<file path="src/rtl/uart_tx_arbiter_if.sv">
// uart_tx_arbiter_if: requester, transmitter and status signals of the UART TX arbiter
interface uart_tx_arbiter_if #(parameter int NUM_REQ = 4);
  logic                   baud_tick;
  logic [NUM_REQ-1:0]     req;
  logic [8*NUM_REQ-1:0]   req_data;
  logic [NUM_REQ-1:0]     gnt;
  logic                   tx_send;
  logic [7:0]             tx_data;
  logic                   tx_done;
  logic                   busy;
  logic [2:0]             cur_id;
  logic                   err_timeout;
  modport master (output baud_tick, req, req_data, tx_done,
                  input gnt, tx_send, tx_data, busy, cur_id, err_timeout);
  modport slave (input baud_tick, req, req_data, tx_done,
                 output gnt, tx_send, tx_data, busy, cur_id, err_timeout);
endinterface

</file>
<file path="src/rtl/uart_tx_arbiter.sv">
// uart_tx_arbiter: round-robin sharing of one UART transmitter with inter-frame gap and frame watchdog
module uart_tx_arbiter #(
  parameter int NUM_REQ       = 4,
  parameter int GAP_TICKS     = 1,
  parameter int TIMEOUT_TICKS = 16
) (
  input logic clk,
  input logic rst,
  uart_tx_arbiter_if.slave bus
);
  localparam int CW = $clog2(GAP_TICKS > TIMEOUT_TICKS ? GAP_TICKS : TIMEOUT_TICKS) + 1;
  localparam logic [CW-1:0] TO_LAST  = CW'(TIMEOUT_TICKS - 1);
  localparam logic [CW-1:0] GAP_LAST = CW'(GAP_TICKS > 0 ? GAP_TICKS - 1 : 0);
  typedef enum logic [1:0] {IDLE, WAIT_DONE, GAP} state_t;
  state_t state, state_n, after_frame;
  logic [2:0] ptr, ptr_n, cur, cur_n, win;
  logic [3:0] d, best;
  logic [7:0] data, data_n, win_data;
  logic [CW-1:0] cnt, cnt_n, cnt_inc;
  logic [NUM_REQ-1:0] gnt, gnt_n;
  logic send, send_n, err, err_n;
  assign bus.gnt         = gnt;
  assign bus.tx_send     = send;
  assign bus.tx_data     = data;
  assign bus.busy        = state != IDLE;
  assign bus.cur_id      = cur;
  assign bus.err_timeout = err;
  assign after_frame     = GAP_TICKS > 0 ? GAP : IDLE;
  assign cnt_inc         = &cnt ? cnt : cnt + 1'b1;
  // d is each requester's distance after ptr; the nearest pending one wins
  always_comb begin
    win = ptr;
    win_data = '0;
    best = 4'(NUM_REQ);
    d = '0;
    for (int i = 0; i < NUM_REQ; i++) begin
      d = 4'((i + NUM_REQ - 1 - int'(ptr)) % NUM_REQ);
      if (bus.req[i] && d < best) begin
        best = d;
        win = 3'(i);
        win_data = bus.req_data[8*i +: 8];
      end
    end
  end
  always_comb begin
    state_n = state;
    ptr_n = ptr;
    cur_n = cur;
    data_n = data;
    cnt_n = cnt;
    gnt_n = '0;
    send_n = 1'b0;
    err_n = 1'b0;
    case (state)
      IDLE: if (|bus.req) begin
        state_n = WAIT_DONE;
        gnt_n = NUM_REQ'(1) << win;
        send_n = 1'b1;
        data_n = win_data;
        cur_n = win;
        ptr_n = win;
        cnt_n = '0;
      end
      WAIT_DONE: if (bus.tx_done) begin
        state_n = after_frame;
        cnt_n = '0;
      end else if (bus.baud_tick && cnt == TO_LAST) begin
        state_n = after_frame;
        cnt_n = '0;
        err_n = 1'b1;
      end else if (bus.baud_tick) begin
        cnt_n = cnt_inc;
      end
      GAP: if (bus.baud_tick) begin
        state_n = cnt == GAP_LAST ? IDLE : GAP;
        cnt_n = cnt == GAP_LAST ? '0 : cnt_inc;
      end
      default: state_n = IDLE;
    endcase
  end
  always_ff @(posedge clk or posedge rst) begin
    if (rst) begin
      state <= IDLE;
      ptr <= 3'(NUM_REQ - 1);
      cur <= '0;
      data <= '0;
      cnt <= '0;
      gnt <= '0;
      send <= 1'b0;
      err <= 1'b0;
    end else begin
      state <= state_n;
      ptr <= ptr_n;
      cur <= cur_n;
      data <= data_n;
      cnt <= cnt_n;
      gnt <= gnt_n;
      send <= send_n;
      err <= err_n;
    end
  end
endmodule

</file>
<file path="src/flat_wrapper.sv">
// flat-port wrapper written by rule: the top's interface ports become plain ports
module uart_tx_arbiter_flat 
#(
  parameter int NUM_REQ       = 4,
  parameter int GAP_TICKS     = 1,
  parameter int TIMEOUT_TICKS = 16
)
  (clk, rst, bus_baud_tick, bus_req, bus_req_data, bus_tx_done, bus_gnt, bus_tx_send, bus_tx_data, bus_busy, bus_cur_id, bus_err_timeout);
  uart_tx_arbiter_if #(.NUM_REQ(NUM_REQ)) bus_i ();
  input logic clk;
  input logic rst;
  input wire logic [$bits(bus_i.baud_tick)-1:0] bus_baud_tick;
  input wire logic [$bits(bus_i.req)-1:0] bus_req;
  input wire logic [$bits(bus_i.req_data)-1:0] bus_req_data;
  input wire logic [$bits(bus_i.tx_done)-1:0] bus_tx_done;
  output wire logic [$bits(bus_i.gnt)-1:0] bus_gnt;
  output wire logic [$bits(bus_i.tx_send)-1:0] bus_tx_send;
  output wire logic [$bits(bus_i.tx_data)-1:0] bus_tx_data;
  output wire logic [$bits(bus_i.busy)-1:0] bus_busy;
  output wire logic [$bits(bus_i.cur_id)-1:0] bus_cur_id;
  output wire logic [$bits(bus_i.err_timeout)-1:0] bus_err_timeout;
  assign bus_i.baud_tick = bus_baud_tick;
  assign bus_i.req = bus_req;
  assign bus_i.req_data = bus_req_data;
  assign bus_i.tx_done = bus_tx_done;
  assign bus_gnt = bus_i.gnt;
  assign bus_tx_send = bus_i.tx_send;
  assign bus_tx_data = bus_i.tx_data;
  assign bus_busy = bus_i.busy;
  assign bus_cur_id = bus_i.cur_id;
  assign bus_err_timeout = bus_i.err_timeout;
  uart_tx_arbiter #(.NUM_REQ(NUM_REQ), .GAP_TICKS(GAP_TICKS), .TIMEOUT_TICKS(TIMEOUT_TICKS)) u_core (.clk(clk), .rst(rst), .bus(bus_i));
endmodule
</file>
<file path="config.mk">
export PLATFORM = sky130hd
export DESIGN_NAME = uart_tx_arbiter_flat
export DESIGN_NICKNAME = d
export VERILOG_FILES = /design/src/rtl/uart_tx_arbiter_if.sv /design/src/rtl/uart_tx_arbiter.sv /design/src/flat_wrapper.sv
export SDC_FILE = /design/constraint.sdc
export NUM_CORES = 1
export LEC_CHECK = 0
export CAP_MARGIN = 20
export CORE_ASPECT_RATIO = 0.7
export CORE_MARGIN = 3
export CORE_UTILIZATION = 40
export CTS_CLUSTER_SIZE = 16
export DETAILED_ROUTE_END_ITERATION = 8
export PLACE_DENSITY_LB_ADDON = 0.3
export SETUP_SLACK_MARGIN = 0.1
export SYNTH_ARGS = -nofsm -noshare
export SYNTH_HDL_FRONTEND = slang
export SYNTH_SLANG_ARGS = --single-unit
</file>
<file path="constraint.sdc">
create_clock -name clk -period 5.7 [get_ports clk]
set_clock_uncertainty 0.15 [all_clocks]
set_input_delay 1.14 -clock clk [delete_from_list [all_inputs] [get_ports clk]]
set_output_delay 1.14 -clock clk [all_outputs]
set_load 0.05 [all_outputs]
</file>
# After elaboration in Yosys (flattened, before gate mapping)

Index checks and enable logic that the tools add are counted.

Bits in registers: 27
Bits of input ports: 40
Output and inout bits: 18
Word-level logic and storage cells: 79

Add/sub/neg operators: 5
$lt $le $gt $ge: 4
Equal/unequal tests: 7
Shifts and indexed selects: 1
Multiplexer cells: 32
Bitwise operators: 4
Reduce and logical (&&, ||, !) cells: 18

Operators with widths:

| cell                  | number |
|---|---|
| $mux W5               | 7 |
| $mux W8               | 4 |
| $mux W4               | 5 |
| $pmux W5 S3           | 1 |
| $lt A4 B4 Y1          | 3 |
| $mux W3               | 4 |
| $sub A3 B3 Y4 const A | 3 |
| $mux W2               | 5 |
| $reduce_or A2 Y1      | 4 |
| $pmux W2 S3           | 1 |
| $add A5 B1 Y5 const B | 1 |
| $eq A5 B4 Y1 const B  | 1 |
| $logic_and A1 B1 Y1   | 5 |
| $logic_not A5 Y1      | 1 |
| $mux W1               | 5 |
| $reduce_and A5 Y1     | 1 |
| $and A1 B1 Y1         | 4 |
| $lt A4 B3 Y1 const B  | 1 |
| $ne A4 B3 Y1 const B  | 1 |
| $reduce_and A4 Y1     | 1 |
| $reduce_or A4 Y1      | 1 |
| $shl A1 B3 Y4 const A | 1 |
| $sub A2 B3 Y4 const A | 1 |
| $ne A3 B2 Y1 const B  | 1 |
| other kinds (9)       | 9 |

# Longest topological paths before layout

Gate-level depths: netlist (run 1).

Depth after elaboration: 18
Gate-level depth with buffers: 28
Mapped depth without buffers: 24

# Worst setup path before layout (run 1)

No wires, ideal clock.

Path type: input to register
Start: input bus_req[0]
End: register u_core.cur[2] (netlist: u_core.bus.cur_id[2])
Library setup time: 0.119 ns
Data arrival time: 5.536 ns
Data required time: 5.431 ns
Setup slack: -0.105 ns
Stages on the path: 25
Path buffers: 4
Path through: nand2_1 -> nor2_1 -> inv_1 -> ha_1 -> a21oi_1 -> o21ai_1 -> a31oi_1 -> clkbuf_1 -> and2_1 -> a21oi_1 -> ha_1 -> o211ai_1 -> and3b_1 -> clkbuf_1 -> clkbuf_1 -> a21oi_1 -> a21boi_0 -> ha_1 -> nand2_1 -> nand3b_1 -> or3_1 -> o32ai_2 -> buf_2 -> nor3b_1 -> o21a_1

Longest elaborated chain between the ends: 11
Elaborated cells on any way between the ends: 16
Classes of those cells: order compare (3); mux (7); reduce/logical (6)

Ends and longest elaborated chain:

| element              | RTL line              | RTL |
|---|---|---|
| start, declared      | flat_wrapper.sv:13    | `input wire logic [$bits(bus_i.req)-1:0] bus_req;` |
| $logic_and A1 B1 Y1  | uart_tx_arbiter.sv:38 | `if (bus.req[i] && d < best) begin` |
| $mux W4              | uart_tx_arbiter.sv:38 |  |
| $lt A4 B4 Y1         | uart_tx_arbiter.sv:38 |  |
| $logic_and A1 B1 Y1  | uart_tx_arbiter.sv:38 |  |
| $mux W4              | uart_tx_arbiter.sv:38 |  |
| $lt A4 B4 Y1         | uart_tx_arbiter.sv:38 |  |
| $logic_and A1 B1 Y1  | uart_tx_arbiter.sv:38 |  |
| $mux W4              | uart_tx_arbiter.sv:38 |  |
| $lt A4 B4 Y1         | uart_tx_arbiter.sv:38 |  |
| $logic_and A1 B1 Y1  | uart_tx_arbiter.sv:38 |  |
| $mux W3              | uart_tx_arbiter.sv:38 |  |
| end signal, assigned | uart_tx_arbiter.sv:94 | `cur <= cur_n;` |
| end, declared        | uart_tx_arbiter.sv:16 | `logic [2:0] ptr, ptr_n, cur, cur_n, win;` |

Several ways; a longest one is shown, not always the timed one.
A chain may end at the register's enable or synchronous reset.

# Worst setup path after layout (run 1)

Start: input bus_req[1]
End: register u_core.gnt[1] (netlist: u_core.bus.gnt[1])

Longest elaborated chain between the ends: 11
Elaborated cells on any way between the ends: 14
Classes of those cells: order compare (2); shift (1); mux (7); reduce/logical (4)

Ends and longest elaborated chain:

| element              | RTL line              | RTL |
|---|---|---|
| $logic_and A1 B1 Y1  | uart_tx_arbiter.sv:38 |  |
| $mux W4              | uart_tx_arbiter.sv:38 |  |
| $lt A4 B4 Y1         | uart_tx_arbiter.sv:38 |  |
| $logic_and A1 B1 Y1  | uart_tx_arbiter.sv:38 |  |
| $mux W4              | uart_tx_arbiter.sv:38 |  |
| $lt A4 B4 Y1         | uart_tx_arbiter.sv:38 |  |
| $logic_and A1 B1 Y1  | uart_tx_arbiter.sv:38 |  |
| $mux W3              | uart_tx_arbiter.sv:38 |  |
| $shl A1 B3 Y4        | uart_tx_arbiter.sv:57 | `gnt_n = NUM_REQ'(1) << win;` |
| $mux W4 (*)          | uart_tx_arbiter.sv:55 | `IDLE: if (\|bus.req) begin` |
| $mux W4 (*)          | uart_tx_arbiter.sv:54 | `case (state)` |
| via u_core.gnt_n[1]  | uart_tx_arbiter.sv:20 | `logic [NUM_REQ-1:0] gnt, gnt_n;` |
| end signal, assigned | uart_tx_arbiter.sv:97 | `gnt <= gnt_n;` |
| end, declared        | uart_tx_arbiter.sv:20 |  |

The timed path passes the listed nets; every way through them passes the cells marked *.

==> implementation parameters, run 1 <==
Parameter                              Value

Power and ir drop
  Part of the power in the clock network    0.066
  Register share of total power    0.206
  Switching component of the power    791 µW
  Share of total power consumed by net switching    0.505
  Logic pwr share    0.728
  P per Cell Area    553 mW/mm²
  IR Drop Worst-Case VDD    0.000283 V
  Static Leak    1.24 nW
  Internal power    775 µW

Placement
  Setup WS pre-CTS    -0.0727 ns
  Hpwl dp    4110 µm
  Number of port buffers    57
  Final Wtd Congestion    0.888

Layout
  Antenna Cells    0
  Nets    354
  Share of final-layout standard cells stronger than drive strength 1    0.176
  Layout Area Growth over Synthesis    45.9%
  Fill cells    379

Routing
  First-iteration detailed-routing DRC count    107
  Vias per std cell    5.42
  Wire per inst    15.6 µm
  Number of vias after detailed routing    1,903
  Post-Route WL    5470 µm
  Remaining antenna violation count after routing    0
  Remaining routing DRC violations    0
  Count of TritonRoute iterations in the first routing pass    4

Setup path
  RR Startpoint    u_core.ptr[0]
  CP peak stage delay    0.49 ns
  CP Data Required Time    5.71 ns
  Worst reg2reg endpoint    u_core.bus.gnt[1]
  Worst Reg-to-Reg Cells    26
  Slowest stage cell on the critical path    sky130_fd_sc_hd__clkdlybuf4s50_1
  R2R Setup Slk    0.45 ns
  Crit path DAT    5.29 ns
  Cells along the critical path    clkdlybuf4s50_1 -> nor2b_1 -> o21ai_2 -> a31oi_1 -> and2_4 -> inv_1 -> ha_4 -> nand2b_4 -> nor4b_4 -> buf_4 -> a21o_2 -> nand2_1 -> a21boi_2 -> ha_1 -> nand2_1 -> nand3b_1 -> or3_4 -> o32ai_4 -> buf_6 -> nor4_2 -> and3b_1
  Startpoint type of the worst setup path    input port
  Worst Setup SP    bus_req[1]
  Most prevalent standard cell on the critical path    sky130_fd_sc_hd__nand2_1
  Path type of the worst setup path    input port to flip-flop
  Kind of capture point of the worst setup path    flip-flop
  Setup crit end    u_core.bus.gnt[1]
  CP Max Fanout    5

Timing
  Max Transition Viols Final    0
  Worst setup margin    0.423 ns
  Count of final setup violators    0
  Final worst path period need    5.28 ns
  Crit share post-route    0.926
  F_max    189 MHz
  Final hold slack    0.377 ns
  Headroom to the max-slew limit    0.588
  Endpoints failing hold    0
  Unrepaired setup endpoints after global routing    false
  Worst slew pin tran    0.612 ns

Clocking
  Level count of the clock H-tree    1
  Worst skew pair latency    0.27 ns
  Clock slew seen by the registers of the worst setup and hold paths    0.09 ns
  Number of clock sinks seen by CTS    26
  Number of clock buffers inserted by TritonCTS    3
  Clock tree from TritonCTS    yes
  Root buffer cell    sky130_fd_sc_hd__clkbuf_8
  Maximum clock path buffer count    2
  Number of buffers inserted by hold repair at cts    0

Floorplanning
  Top Ports    58
  Area inside the core boundary    0.00450 mm²
  Chip Height    64.3 µm
  Chip Width    89.3 µm
  Number of rows created at floorplan    20
  DIE AREA    0.00574 mm²
  Initial Utilization    0.431

GRT
  Maximum number of pins on one net before global-route repair    27
  Via count of the first global-routing pass    1,863
  Congestion Overflow GR    0
  GRT Overall Usage    0.190
  Number of antenna violations at the first check in global routing    0
  Wire length of the first global-routing pass    8600 µm

Synthesis
  Post-synthesis register bit count    26
  Fraction of registers with async set/reset    1.00
  Synthesized area per cell    8.59 µm²
  Synthesized Nets    282
  Summed instance area of the synthesized netlist    0.00194 mm²
  Count of flip-flops with a built-in enable after synthesis    0
  Sequential cell area fraction in the yosys report    0.336
  Yosys synthesis warning count    0
  Number of different library cells in the post-synthesis netlist    49
  Prevailing post-synth register cell    sky130_fd_sc_hd__dfrtp_1
  Synthesized netlist cell count    226

Run status
  Run status    complete, no violations

Job
  Count of maximum capacitance violations    0

Hold path
  Class of the tightest hold or removal check    flip-flop to flip-flop
[cell type report]
cell class | instances | area (µm²) | share of cell area
Inverter | 24 | 92.6 | 0.0327
Timing Repair Buffer | 80 | 773 | 0.273
Tap cell | 55 | 68.8 | 0.0243
Multi-Input combinational cell | 163 | 1200 | 0.425
Clock buffer | 3 | 41.3 | 0.0146
Sequential cell | 26 | 653 | 0.230
[synth_stat cells, types with 3 or more instances]
master | instances | area, µm²
sky130_fd_sc_hd__a21oi_1 | 28 | 140
sky130_fd_sc_hd__dfrtp_1 | 24 | 601
sky130_fd_sc_hd__inv_1 | 23 | 86.3
sky130_fd_sc_hd__nor2_1 | 23 | 86.3
sky130_fd_sc_hd__ha_1 | 16 | 200
sky130_fd_sc_hd__nand2_1 | 11 | 41.3
sky130_fd_sc_hd__nor4_1 | 11 | 68.8
sky130_fd_sc_hd__a2111o_1 | 8 | 90.1
sky130_fd_sc_hd__a211oi_1 | 8 | 60.1
sky130_fd_sc_hd__clkbuf_1 | 6 | 22.5
sky130_fd_sc_hd__nand2b_1 | 5 | 31.3
sky130_fd_sc_hd__a31oi_1 | 4 | 25.0
sky130_fd_sc_hd__buf_2 | 4 | 20.0
sky130_fd_sc_hd__o21ai_0 | 4 | 20.0
sky130_fd_sc_hd__a21oi_2 | 3 | 26.3
sky130_fd_sc_hd__and3_1 | 3 | 18.8
sky130_fd_sc_hd__nand3_1 | 3 | 15.0
[power groups by stage]
stage | logic (mW) | clock network (mW) | registers [mW]
2_1_floorplan | 0.583 | 0 | 0.474
3_3_place_gp | 1.03 | 0 | 0.324
3_5_place_dp | 1.05 | 0 | 0.322
4_1_cts | 1.05 | 0.108 | 0.320
5_1_grt | 1.24 | 0.115 | 0.331
6_report | 1.14 | 0.103 | 0.323
[layer usage]
layer	vias up	track usage	wire, µm	share of wire
met5	-	0	0	0
met4	0	0.0390	61	0.011
met3	6	0.0554	374	0.068
met2	63	0.273	2330	0.43
met1	876	0.281	2710	0.49
li1	958	-	-	-
[cells in the final DEF, fill, tap and decap left out, types with 2 or more instances in the layout]
master / netlist / routed
sky130_fd_sc_hd__nand2b_1: 5 / 4
sky130_fd_sc_hd__a2111o_1: 8 / 8
sky130_fd_sc_hd__buf_6: 2 / 2
sky130_fd_sc_hd__nor2b_1: 2 / 2
sky130_fd_sc_hd__nor2_1: 23 / 22
sky130_fd_sc_hd__nand2_2: 0 / 2
sky130_fd_sc_hd__a21oi_2: 3 / 5
sky130_fd_sc_hd__dfstp_2: 2 / 2
sky130_fd_sc_hd__inv_1: 23 / 23
sky130_fd_sc_hd__nor3b_1: 2 / 2
sky130_fd_sc_hd__nand3b_1: 2 / 2
sky130_fd_sc_hd__ha_1: 16 / 15
sky130_fd_sc_hd__o211ai_1: 2 / 2
sky130_fd_sc_hd__a31oi_1: 4 / 4
sky130_fd_sc_hd__o21ai_0: 4 / 4
sky130_fd_sc_hd__nor4_1: 11 / 11
sky130_fd_sc_hd__clkbuf_8: 0 / 3
sky130_fd_sc_hd__nand3_1: 3 / 3
sky130_fd_sc_hd__a211oi_1: 8 / 8
sky130_fd_sc_hd__a21oi_1: 28 / 26
sky130_fd_sc_hd__nand2_1: 11 / 9
sky130_fd_sc_hd__buf_4: 1 / 20
sky130_fd_sc_hd__and3_1: 3 / 3
sky130_fd_sc_hd__dfrtp_1: 24 / 24
sky130_fd_sc_hd__o21a_1: 2 / 2
sky130_fd_sc_hd__clkdlybuf4s50_1: 0 / 56
[stage by stage]
step | util | setup TNS (ns) | power, mW | area, µm² | instances
after global routing | 0.629 | 0 | 1.69 | 2830 | 351
after CTS | 0.593 | 0 | 1.48 | 2670 | 344
final | 0.629 | 0 | 1.57 | 2830 | 351
after floorplan | - | 0 | 1.06 | 1950 | 226
after detailed placement | 0.584 | -0.715 | 1.37 | 2630 | 341
after global placement | 0.584 | 0 | 1.36 | 2630 | 341
[cell families after synthesis]
family / Yosys count / synth area share
and+or+nand+nor: 72 / 0.196
AOI/OAI and AO/OA: 71 / 0.263
buffers and inverters: 37 / 0.0851
DFF: 26 / 0.336
adders and majority gates: 16 / 0.103
muxes: 2 / 0.0103
other: 1 / 0.00193
xor gates and xnor gates: 1 / 0.00451
[how the worst min path moves through the flow]
stage	start	to	cells past startpoint
CTS	u_core.bus.tx_data[5]	u_core.bus.tx_data[5]	2
global route	u_core.bus.tx_data[5]	u_core.bus.tx_data[5]	2
finish	u_core.bus.tx_data[5]	u_core.bus.tx_data[5]	2
floorplan	u_core.cnt[4]	u_core.cnt[4]	2
global placement	u_core.bus.tx_data[5]	u_core.bus.tx_data[5]	2
detailed placement	u_core.bus.tx_data[5]	u_core.bus.tx_data[5]	2
[flip-flops by register name (all words and copies together), names as in the netlist]
| name | cells |
|---|---|
| u_core.bus.cur_id | 3 |
| u_core.bus.err_timeout | 1 |
| u_core.bus.gnt | 4 |
| u_core.bus.tx_data | 8 |
| u_core.bus.tx_send | 1 |
| u_core.cnt | 5 |
| u_core.ptr | 2 |
| u_core.state | 2 |
[critical path, delay by kind of cell]
family                     cells  cell delay [ns]
AOI/OAI and AO/OA              5             1.04
adders and majority gates      2             0.44
buffers and inverters          4             0.87
and+or+nand+nor               10             1.78
[repair_timing]
action                                  in CTS  in global routing
buffers inserted                             0                  5
hold endpoints to repair                     0                  0
resized for setup                            0                 21
endpoints found under the setup margin       0                 17
(Power assumes the default switching activity.)
==> run 2: changes to the inputs <==
--- a/config.mk
+++ b/config.mk
@@ -16,3 +16,4 @@
 export SYNTH_ARGS = -nofsm -noshare
 export SYNTH_HDL_FRONTEND = slang
 export SYNTH_SLANG_ARGS = --single-unit
+export TNS_END_PERCENT = 5
==> results of run 2 <==
Same layout as run 1: the final DEF is identical, and so are final timing and power.
